`src/rtl/rr_bus_arbiter.sv`:
```
// Four-requester round-robin bus arbiter.
// Ownership is held until the owner drops its request. When another requester
// is waiting, ownership is also limited to MAX_HOLD consecutive cycles. Every
// change of owner is separated by one idle turnaround cycle. The registered
// owner index and valid flag are decoded into a one-hot grant.
module rr_bus_arbiter #(
  parameter int unsigned MAX_HOLD = 8,
  parameter int unsigned CNT_W    = 4
) (
  input  logic       clk,
  input  logic       nReset,
  input  logic [3:0] req,
  output logic [1:0] grantAddr,
  output logic       grantValid,
  output logic [3:0] grant,
  output logic       preempt
);

  typedef enum logic [1:0] {
    IDLE  = 2'b00,
    GRANT = 2'b01,
    GAP   = 2'b10
  } state_t;

  // The hold limit is only enforced when MAX_HOLD is nonzero.
  localparam bit               HOLD_EN   = (MAX_HOLD != 0);
  localparam logic [CNT_W-1:0] HOLD_LAST = HOLD_EN ? CNT_W'(MAX_HOLD - 1) : '0;

  state_t           state;
  state_t           state_next;
  logic [CNT_W-1:0] hold_cnt;
  logic [CNT_W-1:0] hold_cnt_next;
  logic [1:0]       last_owner;
  logic [1:0]       last_owner_next;
  logic [1:0]       addr_next;
  logic             valid_next;
  logic             preempt_next;
  logic [2:0]       winner;
  logic             others_waiting;

  // Decode the owner index into a one-hot grant vector, gated by the valid flag.
  function automatic logic [3:0] decode_grant(input logic [1:0] addr, input logic valid);
    logic [3:0] onehot;
    onehot = 4'b0000;
    if (valid) begin
      onehot[addr] = 1'b1;
    end else begin
      onehot = 4'b0000;
    end
    return onehot;
  endfunction

  // Round-robin search. Requesters are checked starting at last+1 and wrapping
  // around to last itself. The return value is {found, index}. The loop visits
  // the farthest candidate first, so the nearest requester overwrites the
  // result and wins.
  function automatic logic [2:0] pick_winner(input logic [3:0] r, input logic [1:0] last);
    logic [2:0] result;
    logic [1:0] idx;
    result = 3'b000;
    for (int k = 4; k >= 1; k--) begin
      idx = last + 2'(k);
      if (r[idx]) begin
        result = {1'b1, idx};
      end else begin
        result = result;
      end
    end
    return result;
  endfunction

  // Form the one-hot grant from the registered owner state only.
  always_comb begin
    grant = decode_grant(grantAddr, grantValid);
  end

  // Arbitration candidates, and whether anyone other than the owner is waiting.
  always_comb begin
    winner         = pick_winner(req, last_owner);
    others_waiting = |(req & ~grant);
  end

  // Compute the next state and the next values of all registered outputs.
  always_comb begin
    state_next      = state;
    hold_cnt_next   = hold_cnt;
    last_owner_next = last_owner;
    addr_next       = grantAddr;
    valid_next      = grantValid;
    preempt_next    = 1'b0;
    case (state)
      IDLE, GAP: begin
        if (winner[2]) begin
          addr_next     = winner[1:0];
          valid_next    = 1'b1;
          hold_cnt_next = '0;
          state_next    = GRANT;
        end else begin
          valid_next = 1'b0;
          state_next = IDLE;
        end
      end
      GRANT: begin
        if (!req[grantAddr]) begin
          // A release takes priority over a forced rotation on the same edge.
          valid_next      = 1'b0;
          last_owner_next = grantAddr;
          state_next      = GAP;
        end else if (HOLD_EN && (hold_cnt == HOLD_LAST) && others_waiting) begin
          valid_next      = 1'b0;
          last_owner_next = grantAddr;
          preempt_next    = 1'b1;
          state_next      = GAP;
        end else begin
          // The counter saturates so that a late waiter causes rotation on the next edge.
          if (HOLD_EN && (hold_cnt < HOLD_LAST)) begin
            hold_cnt_next = hold_cnt + CNT_W'(1);
          end else begin
            hold_cnt_next = hold_cnt;
          end
          state_next = GRANT;
        end
      end
      default: begin
        // Recover from an illegal state encoding.
        valid_next = 1'b0;
        state_next = IDLE;
      end
    endcase
  end

  // State and output registers. After reset, requester 0 has top priority.
  always_ff @(posedge clk or negedge nReset) begin
    if (!nReset) begin
      state      <= IDLE;
      grantAddr  <= 2'd0;
      grantValid <= 1'b0;
      preempt    <= 1'b0;
      hold_cnt   <= '0;
      last_owner <= 2'd3;
    end else begin
      state      <= state_next;
      grantAddr  <= addr_next;
      grantValid <= valid_next;
      preempt    <= preempt_next;
      hold_cnt   <= hold_cnt_next;
      last_owner <= last_owner_next;
    end
  end

endmodule

```
`config.mk`:
```
export PLATFORM = sky130hd
export DESIGN_NAME = rr_bus_arbiter
export DESIGN_NICKNAME = d
export VERILOG_FILES = /design/src/rtl/rr_bus_arbiter.sv
export SDC_FILE = /design/constraint.sdc
export NUM_CORES = 1
export LEC_CHECK = 0
export BUFFER_PORTS_ARGS = -buffer_cell sky130_fd_sc_hd__buf_4
export CORE_MARGIN = 3
export CORE_UTILIZATION = 55
export DETAILED_ROUTE_END_ITERATION = 6
export HOLD_SLACK_MARGIN = 0.08
export PLACE_DENSITY = 0.91
export SYNTH_ARGS = -nofsm -noshare
export SYNTH_HDL_FRONTEND = slang
export SYNTH_SLANG_ARGS = --single-unit
```
`constraint.sdc`:
```
create_clock -name clk -period 3.65 [get_ports clk]
set_clock_uncertainty 0.1 [all_clocks]
set_input_delay 0.365 -clock clk [delete_from_list [all_inputs] [get_ports clk]]
set_output_delay 0.365 -clock clk [all_outputs]
set_load 0.02 [all_outputs]
```
==> results of run 1 <==
==> kinds of logic (layout without fill, tap and decap cells) <==
group	Yosys count	after routing
AOI/OAI and AO/OA	23	23
adders and majority gates	1	1
buffers and inverters	9	23
DFF	12	12
muxes	5	5
and+or+nand+nor	31	31
==> worst paths after layout <==
path / startpoint / to / slack (ns) / depth (start not counted)
max: grantAddr[0] / grantValid / 1.83 / 4
max reg2reg: grantAddr[0] / grantValid / 1.83 / 4
min: nReset / grantAddr[0] / 0.36 / 2
min in group clk: req[2] / grantAddr[1] / 0.41 / 3
min reg2reg: hold_cnt[0] / hold_cnt[0] / 0.45 / 1
max in group asynchronous: nReset / last_owner[1] / 2.86 / 2
==> sequential cells by signal, summed over array words and instances (netlist names) <==
name,flops
grantAddr,2
grantValid,1
hold_cnt,4
last_owner,2
preempt,1
state,2
==> metal layers <==
layer	part of all wire, %	wire [um]	GRT usage (%)
met5	0	0	0
met4	3.3	55	9.04
met3	3.3	56	4.66
met2	52	866	35.7
met1	42	698	25.7
==> cell usage in the layout (no fill, tap or decap), types with 2 or more instances in the layout <==
master / instances
buf_4: 13
nand2_1: 12
dfrtp_1: 10
nor2_1: 8
inv_1: 5
o21ai_0: 5
a21oi_1: 3
clkbuf_4: 3
nand2b_1: 2
mux2_2: 2
mux2i_1: 2
o22ai_1: 2
a31o_2: 2
a2bb2oi_1: 2
dfstp_2: 2
==> metrics by stage <==
stage	total power [W]	instance area (um^2)	hold WS, ns
6_report	0.000757	898	0.360
5_1_grt	0.000821	898	0.352
4_1_cts	0.000755	898	0.366
3_5_place_dp	0.000650	852	0.113
3_3_place_gp	0.000629	852	0.111
2_1_floorplan	0.000538	758	-0.0306
==> layout make-up <==
class | instances | area [um^2]
multi-input combinational | 60 | 415
inverter | 5 | 18.8
sequential | 12 | 303
clock buffer | 4 | 36.3
timing repair buffer | 14 | 108
tap | 14 | 17.5
fill | 98 | 303
==> critical path: cells and delay by family (launching register included) <==
| family | cells | cell delay [ns] |
|---|---|---|
| compound gates | 2 | 0.30 |
| flops | 1 | 0.52 |
| mux | 1 | 0.65 |
| simple gates | 1 | 0.13 |
==> power by group <==
| group | internal (W) | leakage [nW] | switching, W | total, W |
|---|---|---|---|---|
| clock | 0.0000606 | 0.0210 | 0.0000477 | 0.000108 |
| combinational | 0.000174 | 0.241 | 0.000215 | 0.000389 |
| sequential | 0.000192 | 0.149 | 0.0000678 | 0.000260 |
==> reports/qor.csv, run 1 <==
metric,value,unit
Post-CTS Hold Fix Bufs,1,
Sum Neg Setup Slack,0,ns
final net count,103,
final setup violation count,0,
detailed-router iteration count before antenna repair,4,
Post-Synth XOR/XNOR Area,0,%
die area,0.00186,mm^2
"Max FO, Critical Path",9,
WP data arrival,1.87,ns
"top cells by count, synth","12 x nand2_1, 10 x dfrtp_1, 8 x nor2_1, 5 x inv_1, 5 x o21ai_0",
Routed Antenna Nets,0,
Die Wd,43.1,um
final wirelength,1680,um
"Data required, critical path",3.70,ns
type of the most critical hold path,input pin to asynchronous set/reset pin,
IO buf count,13,
adder and majority gate portion of the synthesized area,1.65,%
final hold violation count,0,
Slew HR,64.7,%
largest net degree at the start of global routing,13,
share of the synthesized area in the top cell type,33.0,%
Synth area leaders,"dfrtp_1 33%, dfstp_2 6.9%, nand2_1 5.9%",
main flop type after synthesis,dfrtp_1,
pwr dens,842,mW/mm^2
worst-margin pin slew,0.529,ns
sequential-to-total area share from yosys stat,39.9,%
CP endpoint kind,flip-flop,
CP Launch Type,flip-flop,
Post-synth EDFFs,0,
gr ovfl total,0,
"Clk pin slew, worst setup/hold paths",0.08,ns
hpwl dp,1280,um
Post-synth ARST share,100,%
P_leak,0.411,nW
Resized Gates After CTS,0,
DRC viols,0,
GPL Wtd Cong,0.813,
total track usage,21.2,%
Post-Layout Cell Count,109,
run status,"complete, no violations",
Tmin final,1.82,ns
max cap viols,0,
worst path cell trace,"mux4_2, nand2_1, o21bai_1, o21ai_0",
IO Pins,14,
Peak VDD IR,495,uV
Via Count,674,
Final Cycle Share,50.0,%
max-slew violation count,0,
Syn Std Cell Area,758,um^2
post-synth cell types,36,
Longest Clk Path Bufs,2,
synthesized net count,88,
vias per cell,6.18,
CTS tree,built,
most frequent cell after synthesis,nand2_1,
Mean Syn Cell Area,9.36,um^2
Initial Util,63.1,%
clock sinks,12,
Crit Path Category,flip-flop to flip-flop,
vias in the first global route,692,
"FF+latch count, synth",12,
cell count after synthesis,81,
share of layout cells above drive strength 1,29.5,%
post-CTS setup buffer count,0,
first-pass GRT wire length,3030,um
Yosys warning count,0,
row count,12,
Worst-Skew Late Latency,0.27,ns
H-Tree Depth,1,
CP max stage cell,mux4_2,
CTS Root Cell,clkbuf_4,
placed instance count,104,
area fraction in compound gates after synthesis,22.6,%
Syn-to-layout area delta,18.5,%
post-DR wirelength/cell,15.4,um
mux contribution to synthesized area,8.58,%
largest family of logic cells by synthesized area,compound AO/OA/AOI/OAI gates,
worst slack at placement,1.84,ns
DRT iter0 DRCs,4,
Antenna Cells,0,
cts bufs inserted,3,
initial antenna violation count,0,
Synth Area in Simple Gates,21.9,%
fin worst setup slack,1.83,ns
Core Region,0.00120,mm^2
Max Fclk,548,MHz
"slowest stage delay, CP",0.65,ns
post-layout util,74.8,%
Die H,43.1,um
"area leader, netlist",dfrtp_1,
RSZ-0062 raised after global routing,no,
Note: power is estimated with default switching activity, not from simulation.
==> run 2: changes to the inputs <==
Settings changed: CORE_UTILIZATION 55 to 47, PLACE_DENSITY 0.91 to 0.84.
Clock period 3.65 ns to 1.6 ns, I/O delays scaled along.
==> run 2 against run 1 <==
  * The flow now finishes with violations (setup timing)
  * Global-route usage up 0.73 points
  * Core utilization fell by 3.5 points
  * Sequential power up 120%
  * First-iteration DRC count rose to 4.3 times the previous value
  * Via count grew 9.2%
  * Worst hold slack lost 0.20 ns
  * Clock power rose by 80%
  * Fmax grew 10%
  * Die area grew 15%
  * Final area up 11%
  * Flip-flop and latch count unchanged
  * Routed wire length increased by 15%
  * Critical path type unchanged
==> reports/qor.csv, run 2 (synthesis results as in run 1) <==
metric,value,unit,change
violated checks,setup timing,,
Die H,46.2,um,was 43.1 um
first-pass GRT wire length,3170,um,was 3030 um
"Data required, critical path",1.69,ns,was 3.70 ns
DRC viols,0,,unchanged
fin worst setup slack,-0.0571,ns,was 1.83 ns
worst-margin pin slew,0.475,ns,was 0.529 ns
final net count,115,,was 103
row count,13,,was 12
gr ovfl total,0,,unchanged
internal cell power,0.00112,W,was 0.000426 W
Core Region,0.00140,mm^2,was 0.00120 mm^2
max-slew violation count,0,,unchanged
Initial Util,54.2,%,was 63.1%
max cap viols,0,,unchanged
CP endpoint kind,flip-flop,,unchanged
WP data arrival,1.75,ns,was 1.87 ns
"Clk pin slew, worst setup/hold paths",0.07,ns,was 0.08 ns
final instance area,997,um^2,was 898 um^2
most frequent cells in the layout,"25 x buf_4, 12 x nand2_1, 8 x nor2_1, 8 x dfrtp_1, 5 x inv_1",,"was 13 x buf_4, 12 x nand2_1, 10 x dfrtp_1, 8 x nor2_1"
GPL Wtd Cong,0.875,,was 0.813
PnR Total Power,0.00196,W,was 0.000757 W
Final Cycle Share,104,%,was 50.0%
Sum Neg Setup Slack,-0.217,ns,was 0 ns
vias in the first global route,700,,was 692
IO Pins,14,,unchanged
post-DR wirelength/cell,15.8,um,was 15.4 um
vias per cell,6.03,,was 6.18
max reg flops,4,,unchanged
type of the most critical hold path,input pin to asynchronous set/reset pin,,unchanged
clock share of power,9.9,%,was 14.3%
switch share,42.5,%,was 43.7%
placed cell area,931,um^2,was 852 um^2
initial antenna violation count,0,,unchanged
Tmin final,1.66,ns,was 1.82 ns
pwr dens,1960,mW/mm^2,was 842 mW/mm^2
Syn-to-layout area delta,31.5,%,was 18.5%
final setup violation count,6,,was 0
Logic pwr share,61.5,%,was 51.4%
Hold WS,0.159,ns,was 0.360 ns
Slew HR,68.0,%,was 64.7%
clock sinks,12,,unchanged
CP Launch Type,flip-flop,,unchanged
largest net degree at the start of global routing,13,,unchanged
final wirelength,1930,um,was 1680 um
cts bufs inserted,3,,unchanged
Antenna Cells,0,,unchanged
die area,0.00213,mm^2,was 0.00186 mm^2
detailed-router iteration count before antenna repair,4,,unchanged
Die Wd,46.2,um,was 43.1 um
register with the most flip-flops,hold_cnt,,unchanged
Routed Antenna Nets,0,,unchanged
final hold violation count,0,,unchanged
IO buf count,13,,unchanged
H-Tree Depth,1,,unchanged
"commonest non-fill, non-tap cell in the layout",buf_4,,unchanged
Via Count,736,,was 674
CTS Root Cell,clkbuf_4,,unchanged
Peak VDD IR,992,uV,was 495 uV
Worst-Skew Late Latency,0.28,ns,was 0.27 ns
sequential share of power,28.6,%,was 34.3%
Longest Clk Path Bufs,2,,unchanged
total track usage,22.0,%,was 21.2%
run status,"finished, violations left",,"was complete, no violations"
Psw,0.000832,W,was 0.000330 W
P_leak,0.466,nW,was 0.411 nW
CTS tree,built,,unchanged
Max Fclk,603,MHz,was 548 MHz
hpwl dp,1400,um,was 1280 um
DRT iter0 DRCs,17,,was 4
Crit Path Category,flip-flop to flip-flop,,unchanged
RSZ-0062 raised after global routing,yes,,was no
final-layout fill cell count,120,,was 98
share of layout cells above drive strength 1,41.1,%,was 29.5%
"Max FO, Critical Path",4,,was 9
run 2: timing repair:
action                     4_1_cts  5_1_grt
hold endpoints to repair        12        0
setup endpoints to repair        7        9
gates resized for setup          2        2
pin swaps                        2        0
hold buffers                     1        0
setup buffers                    1        1
run 2: area by class of cell:
class	count	area, um^2	area share [%]
Clock buffer	4	26.3	2.63
Inverter	5	18.8	1.88
Timing Repair Buffer	26	198	19.8
Sequential cell	12	305	30.6
Multi-Input combinational cell	60	430	43.2
Tap cell	15	18.8	1.88
run 2: power by group through the flow:
| stage | registers [W] | clock network, W | logic [W] |
|---|---|---|---|
| after floorplan | 0.000572 | 0 | 0.000672 |
| after global placement | 0.000553 | 0 | 0.00106 |
| after detailed placement | 0.000564 | 0 | 0.00110 |
| after CTS | 0.000557 | 0.000202 | 0.00116 |
| after global routing | 0.000575 | 0.000222 | 0.00131 |
| final | 0.000559 | 0.000194 | 0.00120 |
run 2: worst max-delay path, stage by stage (launching register included):
cell	delay (ns)
dfrtp_2	0.43
nor4bb_1	0.14
a2111o_1	0.46
or2_4	0.28
o221ai_2	0.15
run 2: routing by layer:
metal / vias to the layer above / wire length (um) / track usage (%)
li1: 354 / - / -
met1: 340 / 800 / 24.8
met2: 33 / 959 / 35.7
met3: 9 / 96 / 5.47
met4: 0 / 75 / 15.3
met5: - / 0 / 0
run 2: final timing paths:
| check | from | endpoint | slack [ns] | cells after the start |
|---|---|---|---|---|
| max reg2reg | grantAddr[1] | last_owner[0] | -0.06 | 4 |
| min in group clk | req[2] | grantAddr[1] | 0.20 | 3 |
| min | nReset | state[0] | 0.16 | 2 |
| max | grantAddr[1] | last_owner[0] | -0.06 | 4 |
| min reg2reg | hold_cnt[2] | hold_cnt[2] | 0.43 | 1 |
| max in group asynchronous | nReset | last_owner[1] | 1.01 | 2 |
run 2: per-stage QoR:
step | worst slack [ns] | cells | util (%)
after floorplan | -0.0943 | 81 | -
after global placement | 0.00279 | 115 | 66.5
after detailed placement | -0.0261 | 115 | 66.5
after CTS | -0.0153 | 121 | 70.4
after global routing | -0.157 | 122 | 71.3
final | -0.0571 | 122 | 71.3
